--- src/rtl/mgt_01_div_issue_queue.sv ---
// -----------------------------------------------------------------------------
// mgt_01_div_issue_queue
//
// Purpose:
//   Small in-order issue queue that sits between decode and an iterative
//   32-bit divider. Decoded divide/remainder ops are buffered in a circular
//   FIFO. The head is handed to the divider one op at a time. The result is
//   presented to writeback until it is accepted. The corner cases with a
//   defined architectural answer (divide by zero, signed overflow) never
//   reach the divider. They are answered directly from the head entry.
//
// Parameters:
//   DEPTH  number of queue entries (power of two, >= 2)
//   TAG_W  width of the destination-register tag
//
// Ports:
//   clk_i           clock, all state updates on the rising edge
//   rst_n_i         synchronous active-low reset
//   clk_en_i        clock enable; 0 freezes every register
//   valid_i         decode offers an op this cycle
//   ready_o         queue has a free entry (NOT full)
//   dividend_i      operand A of the offered op
//   divisor_i       operand B of the offered op
//   ops_i           0 = DIV, 1 = DIVU, 2 = REM, 3 = REMU
//   tag_i           destination register of the offered op
//   flush_i         pipeline flush: empties queue, drops result, back to IDLE
//   dividend_o      operand A to the divider (head entry while busy, else 0)
//   divisor_o       operand B to the divider (head entry while busy, else 0)
//   ops_o           op code to the divider (head entry while busy, else DIV)
//   is_division_o   divider start/hold request
//   div_done_i      divider result valid (one-cycle pulse)
//   div_result_i    divider result
//   result_valid_o  a result is waiting for writeback
//   result_o        result value
//   result_tag_o    destination register of the result
//   wb_ready_i      writeback accepts the result this cycle
// -----------------------------------------------------------------------------
module mgt_01_div_issue_queue #(
    parameter int DEPTH = 4,
    parameter int TAG_W = 5
) (
    input  logic             clk_i,
    input  logic             rst_n_i,
    input  logic             clk_en_i,
    input  logic             valid_i,
    output logic             ready_o,
    input  logic [31:0]      dividend_i,
    input  logic [31:0]      divisor_i,
    input  logic [1:0]       ops_i,
    input  logic [TAG_W-1:0] tag_i,
    input  logic             flush_i,
    output logic [31:0]      dividend_o,
    output logic [31:0]      divisor_o,
    output logic [1:0]       ops_o,
    output logic             is_division_o,
    input  logic             div_done_i,
    input  logic [31:0]      div_result_i,
    output logic             result_valid_o,
    output logic [31:0]      result_o,
    output logic [TAG_W-1:0] result_tag_o,
    input  logic             wb_ready_i
);

    localparam int PTR_W = $clog2(DEPTH);
    localparam int CNT_W = PTR_W + 1;

    localparam logic [1:0] OP_DIV  = 2'd0;

    localparam logic [31:0] INT_MIN   = 32'h8000_0000;
    localparam logic [31:0] ALL_ONES  = 32'hFFFF_FFFF;

    typedef enum logic [1:0] {
        IDLE = 2'd0,
        BUSY = 2'd1,
        RESP = 2'd2
    } state_e;

    // -------------------------------------------------------------------------
    // Storage and state
    // -------------------------------------------------------------------------
    logic [31:0]      dividendMem [DEPTH];
    logic [31:0]      divisorMem  [DEPTH];
    logic [1:0]       opsMem      [DEPTH];
    logic [TAG_W-1:0] tagMem      [DEPTH];

    logic [PTR_W-1:0] wrPtr_q, wrPtr_d;
    logic [PTR_W-1:0] rdPtr_q, rdPtr_d;
    logic [CNT_W-1:0] count_q, count_d;

    state_e           state_q, state_d;
    logic [31:0]      result_q, result_d;
    logic [TAG_W-1:0] resultTag_q, resultTag_d;

    logic             isEmpty;
    logic             isFull;
    logic             pushEn;
    logic             popEn;

    logic [31:0]      headDividend;
    logic [31:0]      headDivisor;
    logic [1:0]       headOps;
    logic [TAG_W-1:0] headTag;

    logic             divByZero;
    logic             signedOverflow;
    logic             fastPath;
    logic [31:0]      fastResult;

    // -------------------------------------------------------------------------
    // Occupancy. The count disambiguates full from empty when the pointers
    // are equal. A flush wins over a simultaneous push, so the push is
    // qualified with it here.
    // -------------------------------------------------------------------------
    always_comb begin
        isEmpty = (count_q == '0);
        isFull  = (count_q == CNT_W'(DEPTH));
        ready_o = !isFull;
        pushEn  = valid_i && !isFull && !flush_i;
    end

    // -------------------------------------------------------------------------
    // Head entry and fast-path classification. DIV and REM are the signed
    // ops (bit 0 clear). The REM variants have bit 1 set.
    // -------------------------------------------------------------------------
    always_comb begin
        headDividend   = dividendMem[rdPtr_q];
        headDivisor    = divisorMem[rdPtr_q];
        headOps        = opsMem[rdPtr_q];
        headTag        = tagMem[rdPtr_q];

        divByZero      = (headDivisor == '0);
        signedOverflow = !headOps[0] && (headDividend == INT_MIN) &&
                         (headDivisor == ALL_ONES);
        fastPath       = divByZero || signedOverflow;

        fastResult     = '0;
        if (divByZero) begin
            fastResult = headOps[1] ? headDividend : ALL_ONES;
        end else if (signedOverflow) begin
            fastResult = headOps[1] ? 32'd0 : INT_MIN;
        end
    end

    // -------------------------------------------------------------------------
    // FSM next state. The head stays in the queue while the divider works on
    // it. It is popped when its result is captured, on either path. A flush
    // overrides everything, including a divider completion in the same cycle.
    // -------------------------------------------------------------------------
    always_comb begin
        state_d     = state_q;
        result_d    = result_q;
        resultTag_d = resultTag_q;
        popEn       = 1'b0;

        unique case (state_q)
            IDLE: begin
                if (!isEmpty) begin
                    if (fastPath) begin
                        state_d     = RESP;
                        result_d    = fastResult;
                        resultTag_d = headTag;
                        popEn       = 1'b1;
                    end else begin
                        state_d = BUSY;
                    end
                end
            end
            BUSY: begin
                if (div_done_i) begin
                    state_d     = RESP;
                    result_d    = div_result_i;
                    resultTag_d = headTag;
                    popEn       = 1'b1;
                end
            end
            RESP: begin
                if (wb_ready_i) begin
                    state_d = IDLE;
                end
            end
            default: begin
                state_d = IDLE;
            end
        endcase

        if (flush_i) begin
            state_d = IDLE;
            popEn   = 1'b0;
        end
    end

    // -------------------------------------------------------------------------
    // Pointer and count next state. DEPTH is a power of two, so the pointers
    // wrap naturally at their width.
    // -------------------------------------------------------------------------
    always_comb begin
        wrPtr_d = wrPtr_q;
        rdPtr_d = rdPtr_q;
        count_d = count_q;

        if (flush_i) begin
            wrPtr_d = '0;
            rdPtr_d = '0;
            count_d = '0;
        end else begin
            if (pushEn) begin
                wrPtr_d = wrPtr_q + PTR_W'(1);
            end
            if (popEn) begin
                rdPtr_d = rdPtr_q + PTR_W'(1);
            end
            if (pushEn && !popEn) begin
                count_d = count_q + CNT_W'(1);
            end else if (!pushEn && popEn) begin
                count_d = count_q - CNT_W'(1);
            end
        end
    end

    // -------------------------------------------------------------------------
    // State registers. Reset wins over the clock enable. With the enable low
    // every register holds, so no handshake can complete.
    // -------------------------------------------------------------------------
    always_ff @(posedge clk_i) begin
        if (!rst_n_i) begin
            state_q     <= IDLE;
            wrPtr_q     <= '0;
            rdPtr_q     <= '0;
            count_q     <= '0;
            result_q    <= '0;
            resultTag_q <= '0;
        end else if (clk_en_i) begin
            state_q     <= state_d;
            wrPtr_q     <= wrPtr_d;
            rdPtr_q     <= rdPtr_d;
            count_q     <= count_d;
            result_q    <= result_d;
            resultTag_q <= resultTag_d;
        end
    end

    // -------------------------------------------------------------------------
    // Entry storage. It needs no reset because the pointers and the count
    // decide what is valid.
    // -------------------------------------------------------------------------
    always_ff @(posedge clk_i) begin
        if (rst_n_i && clk_en_i && pushEn) begin
            dividendMem[wrPtr_q] <= dividend_i;
            divisorMem[wrPtr_q]  <= divisor_i;
            opsMem[wrPtr_q]      <= ops_i;
            tagMem[wrPtr_q]      <= tag_i;
        end
    end

    // -------------------------------------------------------------------------
    // Outputs. The divider operands are only driven while a request is
    // outstanding. This keeps them at their reset value everywhere else.
    // Everything here comes from registers, so a frozen clock enable also
    // freezes the outputs.
    // -------------------------------------------------------------------------
    always_comb begin
        is_division_o  = (state_q == BUSY);
        dividend_o     = is_division_o ? headDividend : 32'd0;
        divisor_o      = is_division_o ? headDivisor  : 32'd0;
        ops_o          = is_division_o ? headOps      : OP_DIV;
        result_valid_o = (state_q == RESP);
        result_o       = result_q;
        result_tag_o   = resultTag_q;
    end

endmodule

--- config.mk ---
export PLATFORM = sky130hd
export DESIGN_NAME = mgt_01_div_issue_queue
export DESIGN_NICKNAME = d
export VERILOG_FILES = /design/src/rtl/mgt_01_div_issue_queue.sv
export SDC_FILE = /design/constraint.sdc
export NUM_CORES = 1
export LEC_CHECK = 0
export CAP_MARGIN = 20
export CORE_AREA = 2 2 161 163
export CTS_BUF_LIST = sky130_fd_sc_hd__clkbuf_16
export DETAILED_ROUTE_END_ITERATION = 8
export DIE_AREA = 0 0 163 165
export GPL_ROUTABILITY_DRIVEN = 0
export PLACE_DENSITY = 0.8
export SETUP_SLACK_MARGIN = 0.1
export SLEW_MARGIN = 5
export SYNTH_ARGS = -nofsm -noshare
export SYNTH_HDL_FRONTEND = slang
export SYNTH_SLANG_ARGS = --single-unit
--- constraint.sdc ---
create_clock -name clk_i -period 4.4 [get_ports clk_i]
set_input_delay 0.66 -clock clk_i [delete_from_list [all_inputs] [get_ports clk_i]]
set_output_delay 0.66 -clock clk_i [all_outputs]
set_load 0.02 [all_outputs]
==> flow_metrics.env, run 1 <==
export IMPL_synthAdderAreaFrac_pct=0.520
export IMPL_antenna_found_initial=4
export IMPL_yosysTopAreaCell="edfxtp_1"
export IMPL_p_int_mw=5.15
export IMPL_synth_top_area_share_pct=63.3
export IMPL_synth_ff_type="edfxtp_1"
export IMPL_post_synth_top_count_cell="edfxtp_1"
export IMPL_grt_pass1_vias=8111
export IMPL_fin_util_pct=68.5
export IMPL_gr_total_overflow=0
export IMPL_vias=8068
export IMPL_layout_drive_gt1_share_pct=15.5
export IMPL_crit_chain="buf_12 > buf_12 > mux4_2 > nand4b_1 > nor4_2 > nand4_1 > or4_4 > a31oi_4 > nor3_1 > fa_1 > and2_1 > mux2i_1 > o2111ai_1 > o31ai_1"
export IMPL_arrival_ns=4.56
export IMPL_wl_um=33400
export IMPL_dieArea_um2=26900
export IMPL_cts_max_level=2
export IMPL_cp_common_cell="buf_12"
export IMPL_power_density_nw_per_um2=378
export IMPL_syn_instance_count=769
export IMPL_synth_simple_area_share_pct=8.41
export IMPL_synth_area_um2=13500
export IMPL_slew_headroom_pct=50.6
export IMPL_cts_root_buf="clkbuf_16"
export IMPL_synthXorXnorAreaFrac_pct=0.0650
export IMPL_crit_type="flop to flop"
export IMPL_seq_area_frac_synth_pct=70.5
export IMPL_end_kind="flop"
export IMPL_p_sw_mw=1.32
export IMPL_pre_cts_ws_ns=0.153
export IMPL_ant_nets=0
export IMPL_portBuffers=215
export IMPL_critical_path_buf_inv_count=2
export IMPL_fin_crit_sh_pct=93.9
export IMPL_clkLatencyLatePin_ns=0.51
export IMPL_drt_vias_per_instance=5.95
export IMPL_critical_path_max_stage_delay_ns=0.58
export IMPL_seqPwrFrac_pct=53.1
export IMPL_hp_class="flop to flop"
export IMPL_async_reset_ff_share_pct=0
export IMPL_synth_top_family_by_area="multiplexers"
export IMPL_yosys_top_cells_area="edfxtp_1 (63%), mux4_2 (12%), dfxtp_1 (7.1%)"
export IMPL_area_growth_pct=27.4
export IMPL_clk_path_buf_depth=3
export IMPL_yosysUniqueCellTypes=47
export IMPL_critPathRequiredTime_ns=4.82
export IMPL_power_switching_share_pct=20.5
export IMPL_dr_pass1_iters=5
export IMPL_worst_pin_slew_ns=0.741
export IMPL_initial_utilization_pct=53.8
export IMPL_fin_cells=1355
export IMPL_synth_warnings=0
export IMPL_cts_buffers=34
export IMPL_hold_depth=1
export IMPL_crit_fanout=25
export IMPL_synth_seq_cells=332
export IMPL_die_y_um=165
export IMPL_cts_num_sinks=332
export IMPL_drc=0
export IMPL_ff2ff_setup_slack_ns=0.27
export IMPL_skew_ns=0.0187
export IMPL_clkTransAtPathRegs_ns=0.07
export IMPL_rsz0062_at_grt="false"
export IMPL_drt_iter0_markers=982
export IMPL_fin_ws_ns=0.267
export IMPL_status="finished, final reports clean"
export IMPL_hold_viol=0
export IMPL_wire_per_inst_um=24.7
export IMPL_cp_endpoint="count_q[2]"
export IMPL_cts_tree="yes"
export IMPL_ys_top_cells_by_count="edfxtp_1 (284), and2_1 (73), mux4_2 (70)"
export IMPL_ios=216
export IMPL_grt_max_degree=84
export IMPL_synth_compound_area_share_pct=5.53
export IMPL_dp_hpwl_um=22100
export IMPL_cpLargestDelayFamily="simple AND/OR/NAND/NOR gates"
export IMPL_vdd_ir_drop_max_mv=0.317
export IMPL_placed_cells=1282
export IMPL_start_kind="flop"
export IMPL_cp_depth=14
export IMPL_finalSetupViolations=0
export IMPL_grt_usage_pct=25.1
export IMPL_syn_area_per_cell_um2=17.5
export IMPL_rr_endpoint="count_q[2]"
export IMPL_max_freq_ghz=0.242
export IMPL_synth_nets=884
export IMPL_drv_slew=0
export IMPL_finalCriticalPeriod_ns=4.13
export IMPL_power_frac_comb_pct=4.6
export IMPL_coreArea_um2=25000
export IMPL_synth_edf_count=284
export IMPL_finalSetupTns_ns=0
export IMPL_p_leak_nw=5.81
export IMPL_cpMaxStageDelayCell="mux4_2"
export IMPL_die_width_um=163
export IMPL_fillers=1670
export IMPL_r2r_cells=14
export IMPL_nNetsFinal=1112
export IMPL_grt_pass1_wl_um=49700
export IMPL_rows=58
export IMPL_clkPwrFrac_pct=42.3
export IMPL_cap_violations=0
export IMPL_muxShareOfSynthArea_pct=12.5
through the flow:
step                hold slack, ns  instance area, um^2  power (mW)
floorplan                    0.458                13500        3.61
global placement             0.476                16000        3.80
detailed placement           0.486                16000        3.80
CTS                          0.500                17100        6.51
global route                 0.513                17200        6.65
finish                       0.498                17200        6.48
placed cells by master (no fill, tap or decap), drive strengths merged, types with 3 or more instances in the layout:
| master | count |
|---|---|
| a31oi | 4 |
| and2 | 73 |
| buf | 30 |
| clkbuf | 35 |
| clkdlybuf4s50 | 214 |
| clkinv | 15 |
| dfxtp | 48 |
| edfxtp | 284 |
| ha | 4 |
| inv | 17 |
| mux2i | 8 |
| mux4 | 70 |
| nand2 | 44 |
| nand4 | 8 |
| nor2 | 38 |
| nor2b | 10 |
| nor3 | 6 |
| nor3b | 4 |
| nor4 | 13 |
| o211a | 32 |
| o21ai | 7 |
| o311ai | 31 |
| or4 | 3 |
flip-flops by register name, summed over array words and instances (netlist names), named ones only:
register      count
dividendMem     128
divisorMem      128
result_o         32
tagMem           20
opsMem            8
result_tag_o      5
count_q           3
rdPtr_q           2
state_q           2
wrPtr_q           2
layout make-up:
type | count | area, um^2 | share of cell area [%]
well taps | 330 | 413 | 2.41
inverters | 7 | 26.3 | 0.153
clock buffers | 35 | 876 | 5.11
repair buffers | 244 | 2480 | 14.4
multi-input cells | 378 | 3670 | 21.4
flip-flops and latches | 332 | 9500 | 55.4
diodes | 2 | 5.00 | 0.0292
clock inverters | 27 | 188 | 1.09
power by group through the flow:
stage,registers (mW),logic [mW],clock network (mW)
floorplan,3.51,0.101,0
global placement,3.51,0.290,0
detailed placement,3.51,0.297,0
CTS,3.44,0.299,2.77
global route,3.44,0.320,2.89
finish,3.44,0.300,2.74
cell families (layout without fill, tap and decap cells):
family | Yosys count | in the layout
AND/OR/NAND/NOR | 208 | 208
buffers and inverters | 59 | 313
other | 0 | 2
XOR/XNOR | 1 | 1
multiplexers | 80 | 80
adder cells (fa/ha/maj) | 5 | 5
flip-flops | 332 | 332
AO/OA/AOI/OAI | 84 | 84
repair_timing:
item                       4_1_cts  5_1_grt
setup endpoints to repair        0       33
resized for setup                0        1
hold buffers                     0        0
setup buffers                    0        9
how the worst min path moves through the flow:
stage                             from           end  slack [ns]
after detailed placement  result_o[23]  result_o[23]        0.49
after global placement      count_q[0]    count_q[0]        0.48
after CTS                 result_o[23]  result_o[23]        0.50
after floorplan             count_q[0]    count_q[0]        0.46
final                     result_o[23]  result_o[23]        0.50
after global routing        count_q[0]    count_q[0]        0.51
layer usage:
metal	part of all wire, %	GRT usage, %	vias to the layer above
met5	0.033	0	-
met4	2.6	7.36	2
met3	11	6.28	53
met2	48	40.8	444
met1	38	34.1	4032
li1	-	-	3537
(Power assumes the default switching activity.)
==> run 2, diff against run 1 <==
- REMOVE_ABC_BUFFERS: default -> 1
==> flow_metrics.env, run 2 (same netlist as run 1, synthesis figures left out) <==
export IMPL_grt_usage_pct=22.8
export IMPL_die_width_um=163
export IMPL_hold_slack_ns=0.495
export IMPL_mostFrequentLayoutCells="edfxtp_1 (284), clkdlybuf4s50_1 (214), mux4_2 (70), and2_1 (68), dfxtp_1 (46)"
export IMPL_vias=7898
export IMPL_finalCriticalPeriod_ns=4.06
export IMPL_max_freq_ghz=0.246
export IMPL_die_y_um=165
export IMPL_arrival_ns=4.48
export IMPL_wl_um=30500
export IMPL_dr_pass1_iters=5
export IMPL_finalSetupViolations=0
export IMPL_slew_headroom_pct=62.2
export IMPL_drv_slew=0
export IMPL_critical_path_max_stage_delay_ns=0.53
export IMPL_p_total_mw=6.53
export IMPL_start_kind="flop"
export IMPL_clkLatencyLatePin_ns=0.51
export IMPL_dp_hpwl_um=20000
export IMPL_cp_endpoint="count_q[2]"
export IMPL_cap_violations=0
export IMPL_ios=216
export IMPL_grt_max_degree=87
export IMPL_drc=0
export IMPL_fin_util_pct=68.7
export IMPL_drt_iter0_markers=751
export IMPL_area_growth_pct=27.7
export IMPL_stdcell_area_um2=17200
export IMPL_p_leak_nw=5.85
export IMPL_cts_max_level=2
export IMPL_critPathRequiredTime_ns=4.82
export IMPL_worst_pin_slew_ns=0.559
export IMPL_ant_nets=0
export IMPL_hp_class="flop to flop"
export IMPL_ff2ff_setup_slack_ns=0.34
export IMPL_antenna_found_initial=1
export IMPL_rows=58
export IMPL_hold_viol=0
export IMPL_nNetsFinal=1117
export IMPL_cts_tree="yes"
export IMPL_grt_pass1_wl_um=45600
export IMPL_initial_utilization_pct=53.8
export IMPL_final_common_cell="edfxtp_1"
export IMPL_rr_endpoint="count_q[2]"
export IMPL_dieArea_um2=26900
export IMPL_skew_ns=0.0126
export IMPL_coreArea_um2=25000
export IMPL_fin_cells=1361
export IMPL_gr_total_overflow=0
export IMPL_rsz0062_at_grt="false"
export IMPL_crit_fanout=17
export IMPL_grt_pass1_vias=7783
export IMPL_cp_common_cell="buf_4"
export IMPL_fin_crit_sh_pct=92.3
export IMPL_portBuffers=215
export IMPL_r2r_cells=15
export IMPL_power_density_nw_per_um2=380
export IMPL_dpl_cell_area_um2=16000
export IMPL_cts_buffers=35
export IMPL_placed_cells=1289
export IMPL_status="finished, final reports clean"
export IMPL_cts_num_sinks=332
export IMPL_crit_chain="buf_12 > buf_4 > mux4_2 > nand4b_1 > nor4_2 > buf_4 > nand4_1 > or4_4 > a31oi_4 > nor3_1 > fa_1 > and2_1 > mux2i_1 > o2111ai_1 > o31ai_1"
export IMPL_drt_vias_per_instance=5.80
export IMPL_hold_buffers=0
export IMPL_vdd_ir_drop_max_mv=0.381
export IMPL_wire_per_inst_um=22.4
export IMPL_cts_root_buf="clkbuf_16"
export IMPL_clkTransAtPathRegs_ns=0.06
export IMPL_end_kind="flop"
export IMPL_layout_drive_gt1_share_pct=16.4
export IMPL_cpMaxStageDelayCell="mux4_2"
export IMPL_crit_type="flop to flop"
export IMPL_clk_path_buf_depth=3
-- run 2: cell count changes in the layout (fill, tap and decap cells not counted), moves of 2 or more --
cell / before / now
buf_4: 20 / 26
clkinv_1: 10 / 4
clkinv_2: 3 / 6
inv_6: 1 / 4
buf_12: 9 / 7
clkinv_8: 2 / 0
inv_1: 16 / 18
-- run 2: where the power goes --
group          leakage, nW  switching [mW]  internal [mW]  total (mW)
Clock                0.580            1.16           1.63        2.79
Combinational         2.32           0.140          0.153       0.293
Sequential            2.95         0.00810           3.43        3.44
Total                 5.85            1.31           5.22        6.53
-- run 2: metrics by stage --
step / setup TNS (ns) / setup WS (ns)
2_1_floorplan: -179.86 / -2.95
3_3_place_gp: 0 / 0.166
3_5_place_dp: 0 / 0.0782
4_1_cts: 0 / 0.184
5_1_grt: 0 / 0.171
6_report: 0 / 0.340
-- run 2: area by class of cell --
cell class	instances	area (um^2)
Clock buffer	35	876
Clock inverter	29	219
Tap cell	330	413
Sequential cell	332	9500
Fill cell	1680	7850
Timing Repair Buffer	248	2480
Antenna cell	2	5.00
Multi-Input combinational cell	378	3670
Inverter	7	26.3
-- run 2: how the worst min path moves through the flow --
stage	startpoint	end	cells past startpoint
final	result_o[12]	result_o[12]	1
after global routing	result_o[24]	result_o[24]	1
after CTS	result_o[12]	result_o[12]	1
after detailed placement	result_o[12]	result_o[12]	1
after global placement	count_q[0]	count_q[0]	2
after floorplan	count_q[0]	count_q[0]	2
-- run 2: routing by layer --
metal  vias up  share of wire [%]  global-route usage (%)
li1       3553                  -                       -
met1      3994                 41                    31.0
met2       306                 50                    37.5
met3        45                7.4                    4.75
met4         0                2.1                    6.76
met5         -                  0                       0
-- run 2: critical path, delay by kind of cell, from the launching register on --
kind | cells | cell delay (ns)
AOI/OAI and AO/OA | 3 | 0.40
adders and majority gates | 1 | 0.39
buffers and inverters | 3 | 0.60
DFF | 1 | 0.39
muxes | 2 | 0.75
and+or+nand+nor | 6 | 1.44
-- run 2: what timing repair did --
item | CTS | global route
pin swaps | 0 | 0
buffers inserted | 0 | 6
gates resized for setup | 1 | 0
endpoints found under the setup margin | 1 | 20
